File: config.mk
export PLATFORM = sky130hd
export DESIGN_NAME = uart_rx_fifo
export DESIGN_NICKNAME = d
export VERILOG_FILES = /design/src/rtl/uart_rx_fifo_pkg.sv /design/src/rtl/fifo_regfile.sv /design/src/rtl/uart_rx_fifo.sv
export SDC_FILE = /design/constraint.sdc
export NUM_CORES = 1
export LEC_CHECK = 0
export ABC_AREA = 0
export BUFFER_PORTS_ARGS = -buffer_cell sky130_fd_sc_hd__clkbuf_2
export CAP_MARGIN = 20
export CORE_MARGIN = 8
export CORE_UTILIZATION = 50
export DETAILED_ROUTE_END_ITERATION = 6
export PLACE_DENSITY = 0.7
export RECOVER_POWER = 100
export SLEW_MARGIN = 20
export SYNTH_ARGS = -nofsm -noshare
export SYNTH_HDL_FRONTEND = slang
export SYNTH_SLANG_ARGS = --single-unit
File: constraint.sdc
create_clock -name clk -period 4.7 [get_ports clk]
set_clock_uncertainty 0.15 [all_clocks]
set_input_delay 0.235 -clock clk [delete_from_list [all_inputs] [get_ports clk]]
set_output_delay 0.235 -clock clk [all_outputs]
set_load 0.02 [all_outputs]
File: src/rtl/uart_rx_fifo_pkg.sv
`default_nettype none
// ============================================================================
// Module      : uart_rx_fifo_pkg
// Description : Shared UART constants used by the receiver, the transmitter
//               and the receive FIFO.
// Revision    : 1.0 - initial release
// ============================================================================
package uart_rx_fifo_pkg;

    // Width of one UART character as stored in the buffers
    localparam int UART_DATA_W     = 8;

    // Default receive FIFO depth in entries (power of two)
    localparam int UART_FIFO_DEPTH = 16;

    // Returns 1 when the argument is a power of two no smaller than 2
    function automatic bit is_pow2(input int value);
        return (value >= 2) && ((value & (value - 1)) == 0);
    endfunction

endpackage : uart_rx_fifo_pkg
`default_nettype wire

File: src/rtl/fifo_regfile.sv
`default_nettype none
// ============================================================================
// Module      : fifo_regfile
// Description : DEPTH x DATA_W register file with one synchronous write port
//               and one combinational read port. Contents are not reset.
// Revision    : 1.0 - initial release
// ============================================================================
module fifo_regfile
    import uart_rx_fifo_pkg::*;
#(
    parameter int DATA_W = UART_DATA_W,
    parameter int DEPTH  = UART_FIFO_DEPTH,
    parameter int ADDR_W = $clog2(DEPTH)
) (
    input  logic              clk,
    input  logic              wr_en,
    input  logic [ADDR_W-1:0] wr_addr,
    input  logic [DATA_W-1:0] wr_data,
    input  logic [ADDR_W-1:0] rd_addr,
    output logic [DATA_W-1:0] rd_data
);

    logic [DATA_W-1:0] r_mem [DEPTH];

    // Store the incoming byte at the write address
    always_ff @(posedge clk) begin
        if (wr_en) begin
            r_mem[wr_addr] <= wr_data;
        end
    end

    // Read port is a plain mux so the head entry falls through immediately
    assign rd_data = r_mem[rd_addr];

endmodule : fifo_regfile
`default_nettype wire

File: src/rtl/uart_rx_fifo.sv
`default_nettype none
// ============================================================================
// Module      : uart_rx_fifo
// Description : First-word-fall-through receive FIFO behind the UART
//               receiver. Keeps pointers, an explicit occupancy count and a
//               sticky overflow flag; storage lives in fifo_regfile.
// Revision    : 1.0 - initial release
// ============================================================================
module uart_rx_fifo
    import uart_rx_fifo_pkg::*;
#(
    parameter int DATA_W = UART_DATA_W,
    parameter int DEPTH  = UART_FIFO_DEPTH
) (
    input  logic                     clk,
    input  logic                     rst,
    input  logic                     push,
    input  logic [DATA_W-1:0]        push_data,
    input  logic                     pop,
    output logic [DATA_W-1:0]        pop_data,
    output logic                     empty,
    output logic                     full,
    output logic [$clog2(DEPTH):0]   count,
    output logic                     overflow,
    input  logic                     ovf_clr
);

    localparam int ADDR_W = $clog2(DEPTH);
    localparam int CNT_W  = ADDR_W + 1;

    localparam logic [CNT_W-1:0]  C_CNT_FULL = CNT_W'(DEPTH);
    localparam logic [CNT_W-1:0]  C_CNT_ONE  = CNT_W'(1);
    localparam logic [ADDR_W-1:0] C_PTR_ONE  = ADDR_W'(1);

    logic [ADDR_W-1:0] r_wr_ptr;
    logic [ADDR_W-1:0] r_rd_ptr;
    logic [CNT_W-1:0]  r_count;
    logic              r_overflow;

    logic w_empty;
    logic w_full;
    logic w_push_ok;
    logic w_pop_ok;
    logic w_push_drop;

    // Flags come from the count register, never from pointer comparison
    assign w_empty = (r_count == '0);
    assign w_full  = (r_count == C_CNT_FULL);

    // A pop on a full FIFO frees the slot the concurrent push needs.
    // A pop on an empty FIFO is simply ignored.
    assign w_pop_ok    = pop  && !w_empty;
    assign w_push_ok   = push && (!w_full || pop);
    assign w_push_drop = push && w_full && !pop;

    // Pointers wrap naturally at DEPTH because DEPTH is a power of two
    always_ff @(posedge clk or negedge rst) begin
        if (!rst) begin
            r_wr_ptr <= '0;
            r_rd_ptr <= '0;
        end else begin
            if (w_push_ok) begin
                r_wr_ptr <= r_wr_ptr + C_PTR_ONE;
            end
            if (w_pop_ok) begin
                r_rd_ptr <= r_rd_ptr + C_PTR_ONE;
            end
        end
    end

    // Occupancy: +1 on push only, -1 on pop only, hold otherwise
    always_ff @(posedge clk or negedge rst) begin
        if (!rst) begin
            r_count <= '0;
        end else begin
            case ({w_push_ok, w_pop_ok})
                2'b10:   r_count <= r_count + C_CNT_ONE;
                2'b01:   r_count <= r_count - C_CNT_ONE;
                default: r_count <= r_count;
            endcase
        end
    end

    // Sticky overflow; a dropped push wins over a simultaneous clear
    always_ff @(posedge clk or negedge rst) begin
        if (!rst) begin
            r_overflow <= 1'b0;
        end else if (w_push_drop) begin
            r_overflow <= 1'b1;
        end else if (ovf_clr) begin
            r_overflow <= 1'b0;
        end
    end

    fifo_regfile #(
        .DATA_W (DATA_W),
        .DEPTH  (DEPTH),
        .ADDR_W (ADDR_W)
    ) u_regfile (
        .clk     (clk),
        .wr_en   (w_push_ok),
        .wr_addr (r_wr_ptr),
        .wr_data (push_data),
        .rd_addr (r_rd_ptr),
        .rd_data (pop_data)
    );

    assign empty    = w_empty;
    assign full     = w_full;
    assign count    = r_count;
    assign overflow = r_overflow;

endmodule : uart_rx_fifo
`default_nettype wire

# Yosys cells after proc, flatten, opt, wreduce, memory -nomap -nowiden
# Memories as Yosys holds them, arrays and structs flattened.
# Index checks and enable logic that the tools add are counted.
# classes
n_addsub	4
n_eq_ne	3
muxes	5
reduce_logical	11
# ops
cell	n
case mux 5 bit (2 select lines)	1
adder 4 x 1 -> 4 bit, second input constant	2
adder 5 x 1 -> 5 bit, second input constant	1
== test 5 bit, second input constant	1
zero test 5 bit	1
subtractor 5 x 1 -> 5 bit, second input constant	1
logical AND 1 bit	4
two-way mux 1 bit	4
nonzero test 2 bit	2
zero test 1 bit	3
== test 2 x 1 -> 1 bit, second input constant	1
== test 2 bit, second input constant	1
logical OR 1 bit	1
# totals
regBits	14
mem_bits_rw	128
in_bits	13
out_inout_bits	16
word_cells	28
n_memories	1
# memory_table
name	depth	word_bits	rd	rd_ports_with_merged_regs	wr	line	text
u_regfile.r_mem	16	8	1	0	1	fifo_regfile.sv:23	logic [DATA_W-1:0] r_mem [DEPTH];

# Logic depth before layout (Yosys ltp)
# depth
ltp_word	6
ltp_mapped	13
depth_no_buf	12

# By module
# Synthesis repeated with hierarchy kept, for this count alone.
# hier_totals
cells_unflattened	297
hier_area_um2	5835.6
# modules_own_cells
mod	instances	cells_each	area_each_um2
fifo_regfile	1	221	4987.3
uart_rx_fifo	1	76	848.3

# Worst setup path after synthesis
# OpenSTA, ideal clock, no wires.
# synth_timing
kind	reg-to-reg
startpoint	reg r_count[1], in the netlist count[1]
endpoint	reg r_count[4], in the netlist count[4]
arrival_ns	2.677
path_slack_ns	1.742
path_stages_with_launch	12
path_buffers	1
path_cell_list	dfrtp_1 nor4_2 and2b_1 nor2b_1 buf_2 ha_1 ha_1 nor2b_1 o21ai_0 a21oi_1 or3b_1 xnor2_1
# synth_via
word_cells_on_any_way	13
# synth_rtl
item	line	text
start: declaration	uart_rx_fifo.sv:37	logic [CNT_W-1:0] r_count;
start signal: assignment	uart_rx_fifo.sv:77	2'b10: r_count <= r_count + C_CNT_ONE;
start signal: assignment	uart_rx_fifo.sv:78	2'b01: r_count <= r_count - C_CNT_ONE;
start signal: assignment	uart_rx_fifo.sv:79	default: r_count <= r_count;
zero test 5 bit (*)	uart_rx_fifo.sv:47	assign w_empty = (r_count == '0);
via empty	uart_rx_fifo.sv:21	output logic empty,
zero test 1 bit (*)	uart_rx_fifo.sv:52	assign w_pop_ok = pop && !w_empty;
logical AND 1 bit (*)	uart_rx_fifo.sv:52	
via w_pop_ok	uart_rx_fifo.sv:43	logic w_pop_ok;
== test 2 x 1 -> 1 bit / == test 2 bit (equally long branches)	uart_rx_fifo.sv:76	case ({w_push_ok, w_pop_ok})
case mux 5 bit (2 select lines) / nonzero test 2 bit (equally long branches)	-	
# The timed path passes the listed nets; every way through them passes the cells marked *.
# A chain may end at the register's enable or synchronous reset.

# Final worst setup path
# layout_timing
startpoint	reg r_rd_ptr[0]
endpoint	out pop_data[7]
# layout_via
elab_chain_len	1
# layout_rtl
item	line	text
start: declaration	uart_rx_fifo.sv:36	logic [ADDR_W-1:0] r_rd_ptr;
start signal: assignment	uart_rx_fifo.sv:66	r_rd_ptr <= r_rd_ptr + C_PTR_ONE;
memory (16 x 8 bit)	-	
end: declaration	uart_rx_fifo.sv:20	output logic [DATA_W-1:0] pop_data,
# No other way between the ends.

==> results by group <==
Outcome
  • Violated checks: max-capacitance violations, max-slew violations
  • Run status: finished, violations left

Timing
  • RSZ-0062 raised after global routing: false
  • Worst Tran Pin Value: ~1.6 ns
  • Period utilization: between 70 and 80%
  • Final-report hold violation count: 0
  • Relative slew slack: -6.83%
  • FMAX: between 200 and 300 MHz
  • Final Max Tran Viols: 34
  • Final setup vio count: 0
  • Min cycle time layout: about 3.7 ns
  • Post-route setup TNS: 0 ns

Layout
  • Fin nets: approximately 400
  • Synth-to-layout area growth: 12.9%
  • Layout cell share with drive strength beyond 1: 15.9%
  • Antenna cells: 0
  • Util after Layout: approximately 58%

Synth
  • Complex-gate fraction of the synthesized area: 5.21%
  • Mapped Area: 5830 sq um
  • Largest family of logic cells by synthesized area: multiplexers
  • Simple-gate area share of the yosys netlist: ~3.9%
  • Post-synth EDFFs: roughly 130
  • Adder-cell area share of the yosys netlist: 2.27%
  • Yosys warns: 0
  • Synth Register Bits: 142
  • Synth async-reset ratio: ~9.9%
  • Ys flop type: edfxtp_1
  • Post-synth top area share: between 60 and 70%
  • Syn_nets: around 360
  • Syn avg cell area: approximately 17 sq um
  • Post-Syn Instances: approximately 340
  • Mux cell area share after synthesis: between 10% and 20%
  • Synth area leaders: edfxtp_1 66%, mux4_2 6.2%, dfrtp_1 6.0%, mux2i_1 4.3%, ha_1 1.9%
  • Xor/xnor share of the synthesized area: 1.50%
  • Sequential share of the synthesized area: a little under three quarters
  • Synth cell types: 35
  • Top cell type by total area after synthesis: edfxtp_1

Power and ir drop
  • Pwr dens: 637 nW/um^2
  • Maximum vdd ir drop: roughly 0.00038 V
  • Leak: around 2.3 nW

Floorplanning
  • Initial Util: between 50% and 60%
  • Die area: 15,400 sq um
  • Row cnt: 39
  • # IOs: 29
  • Die Y: around 120 um
  • Core area: 11,400 sq um
  • Die Width: between 100 and 150 um

Clock network
  • Number of gates resized after CTS: 0
  • Clock buffer depth: 2
  • Clk root buf: clkbuf_16
  • Clk_lat worst skew: 0.40 ns
  • Post-CTS Setup Repair Bufs: 0
  • # clock sinks: approximately 140
  • CTS tree: built
  • Clock Pin Slew Worst Setup and Hold Paths: ~0.060 ns
  • CTS Hold Buffers Added: 3
  • H-tree depth: 4
  • Num CTS Buffers: 17

Job
  • Max-Cap Viols: 1

Global route
  • Initial antenna violation count: 0
  • Overflow after GRT: 0
  • Total GRT Usage: ~16%
  • Pin count of the biggest net entering global routing: 34
  • Vias in the first global route: around 3,200
  • First-pass GRT wire length: between 15,000 and 20,000 um

Route
  • Vias after detailed routing: between 3,000 and 4,000
  • Wire per inst: a little over 20 um
  • DRT iter0 DRCs: 243
  • DR pass1 iterations: 4
  • DRC: 0
  • Final wirelength: roughly 11,000 um
  • Antenna-violating nets left: 0
  • DR vias/cell: 5.69

Placement
  • Post-DP HPWL: 7270 um
  • Number of I/O port buffers: 28
  • Routability Congestion: approximately 0.84

Setup path
  • WS Path Type: flop to output port
  • Crit end category: output port
  • CP Launch Type: flop
  • CP Data Arrival Time: about 3.3 ns
  • CP Max Fanout: 33
  • WP data required: about 4.3 ns

Hold path
  • Hold Crit Class: primary input to flop
worst max-delay path, stage by stage (launching register included):
cell      delay [ns]
dfrtp_1         1.41
buf_4           0.43
mux4_2          0.54
a22oi_1         0.20
nand2_1         0.12
clkbuf_1        0.19
cells in the final DEF, fill, tap and decap left out, drive strengths merged, types with 3 or more instances in the layout:
master	instances
a21oi	10
mux2	9
ha	9
edfxtp	128
clkinvlp	5
a221oi	8
dlygate4sd3	3
mux2i	25
a22oi	8
mux4	16
buf	4
inv	16
clkinv	3
nor2b	3
xnor2	7
nand2	19
dfrtp	14
o21ai	20
nor2	12
clkbuf	50
xor2	3
nor3	4
registers in the layout, summed over array words and instances, names as in the netlist:
name	cells
count	5
overflow	1
u_regfile.r_mem	128
r_wr_ptr	4
r_rd_ptr	4
stage by stage:
| stage | cell area, sq um | instances | worst slack, ns | power, W | hold slack [ns] |
|---|---|---|---|---|---|
| floorplan | 5830 | 336 | 1.74 | 0.00269 | -0.211 |
| global placement | 6080 | 497 | 1.69 | 0.00302 | 0.00995 |
| detailed placement | 6080 | 497 | 1.60 | 0.00305 | 0.0154 |
| CTS | 6650 | 532 | 1.49 | 0.00426 | 0.118 |
| global route | 6580 | 532 | 0.760 | 0.00440 | 0.179 |
| finish | 6580 | 532 | 0.976 | 0.00420 | 0.161 |
cells by family after synthesis:
kind of cell             after synthesis
AND/OR/NAND/NOR                       47
XOR/XNOR                              10
flip-flops                           142
AO/OA/AOI/OAI                         49
adder cells (fa/ha/maj)               10
multiplexers                          50
buffers and inverters                 28
cell type report:
class | instances | area, sq um
fillers | 903 | 4830
flip-flops and latches | 142 | 4190
multi-input cells | 166 | 1450
clock buffers | 18 | 429
repair buffers | 39 | 186
well taps | 143 | 179
clock inverters | 14 | 109
inverters | 10 | 37.5
power breakdown:
part	internal, W	switching [W]	total (W)
logic	0.000510	0.000739	0.00125
clock network	0.000682	0.000529	0.00121
registers	0.00155	0.000185	0.00174
total	0.00274	0.00145	0.00420
Yosys cell counts (2+ instances only):
| cell type | number |
|---|---|
| a21oi_1 | 10 |
| a221oi_1 | 8 |
| a22oi_1 | 8 |
| buf_2 | 5 |
| buf_6 | 6 |
| clkbuf_1 | 5 |
| dfrtp_1 | 14 |
| edfxtp_1 | 128 |
| ha_1 | 9 |
| inv_1 | 10 |
| mux2_2 | 8 |
| mux2i_1 | 25 |
| mux4_2 | 16 |
| nand2_1 | 18 |
| nand2b_1 | 2 |
| nand3_1 | 2 |
| nor2_1 | 12 |
| nor2b_1 | 3 |
| nor3_1 | 4 |
| o21ai_0 | 20 |
| xnor2_1 | 7 |
| xor2_1 | 3 |
path summary, 6_finish.rpt:
check / start / endpoint / slack (ns) / cells after the start
worst min-delay path: push / r_wr_ptr[0] / 0.16 / 3
worst max register to register: count[0] / count[4] / 1.53 / 12
worst max-delay path: r_rd_ptr[0] / pop_data[7] / 0.98 / 5
worst min register to register: count[4] / count[4] / 0.36 / 1
min in group asynchronous: rst / r_wr_ptr[3] / 0.27 / 2
max in group asynchronous: rst / r_wr_ptr[1] / 3.65 / 2
metal layers:
layer | global-route usage, % | up-vias | share of wire, %
li1 | - | 1387 | -
met1 | 20.1 | 1575 | 46
met2 | 25.6 | 60 | 50
met3 | 3.81 | 6 | 3.4
met4 | 5.20 | 0 | 0.80
met5 | 0 | - | 0
No activity file was read; power rests on OpenSTA's default activity.
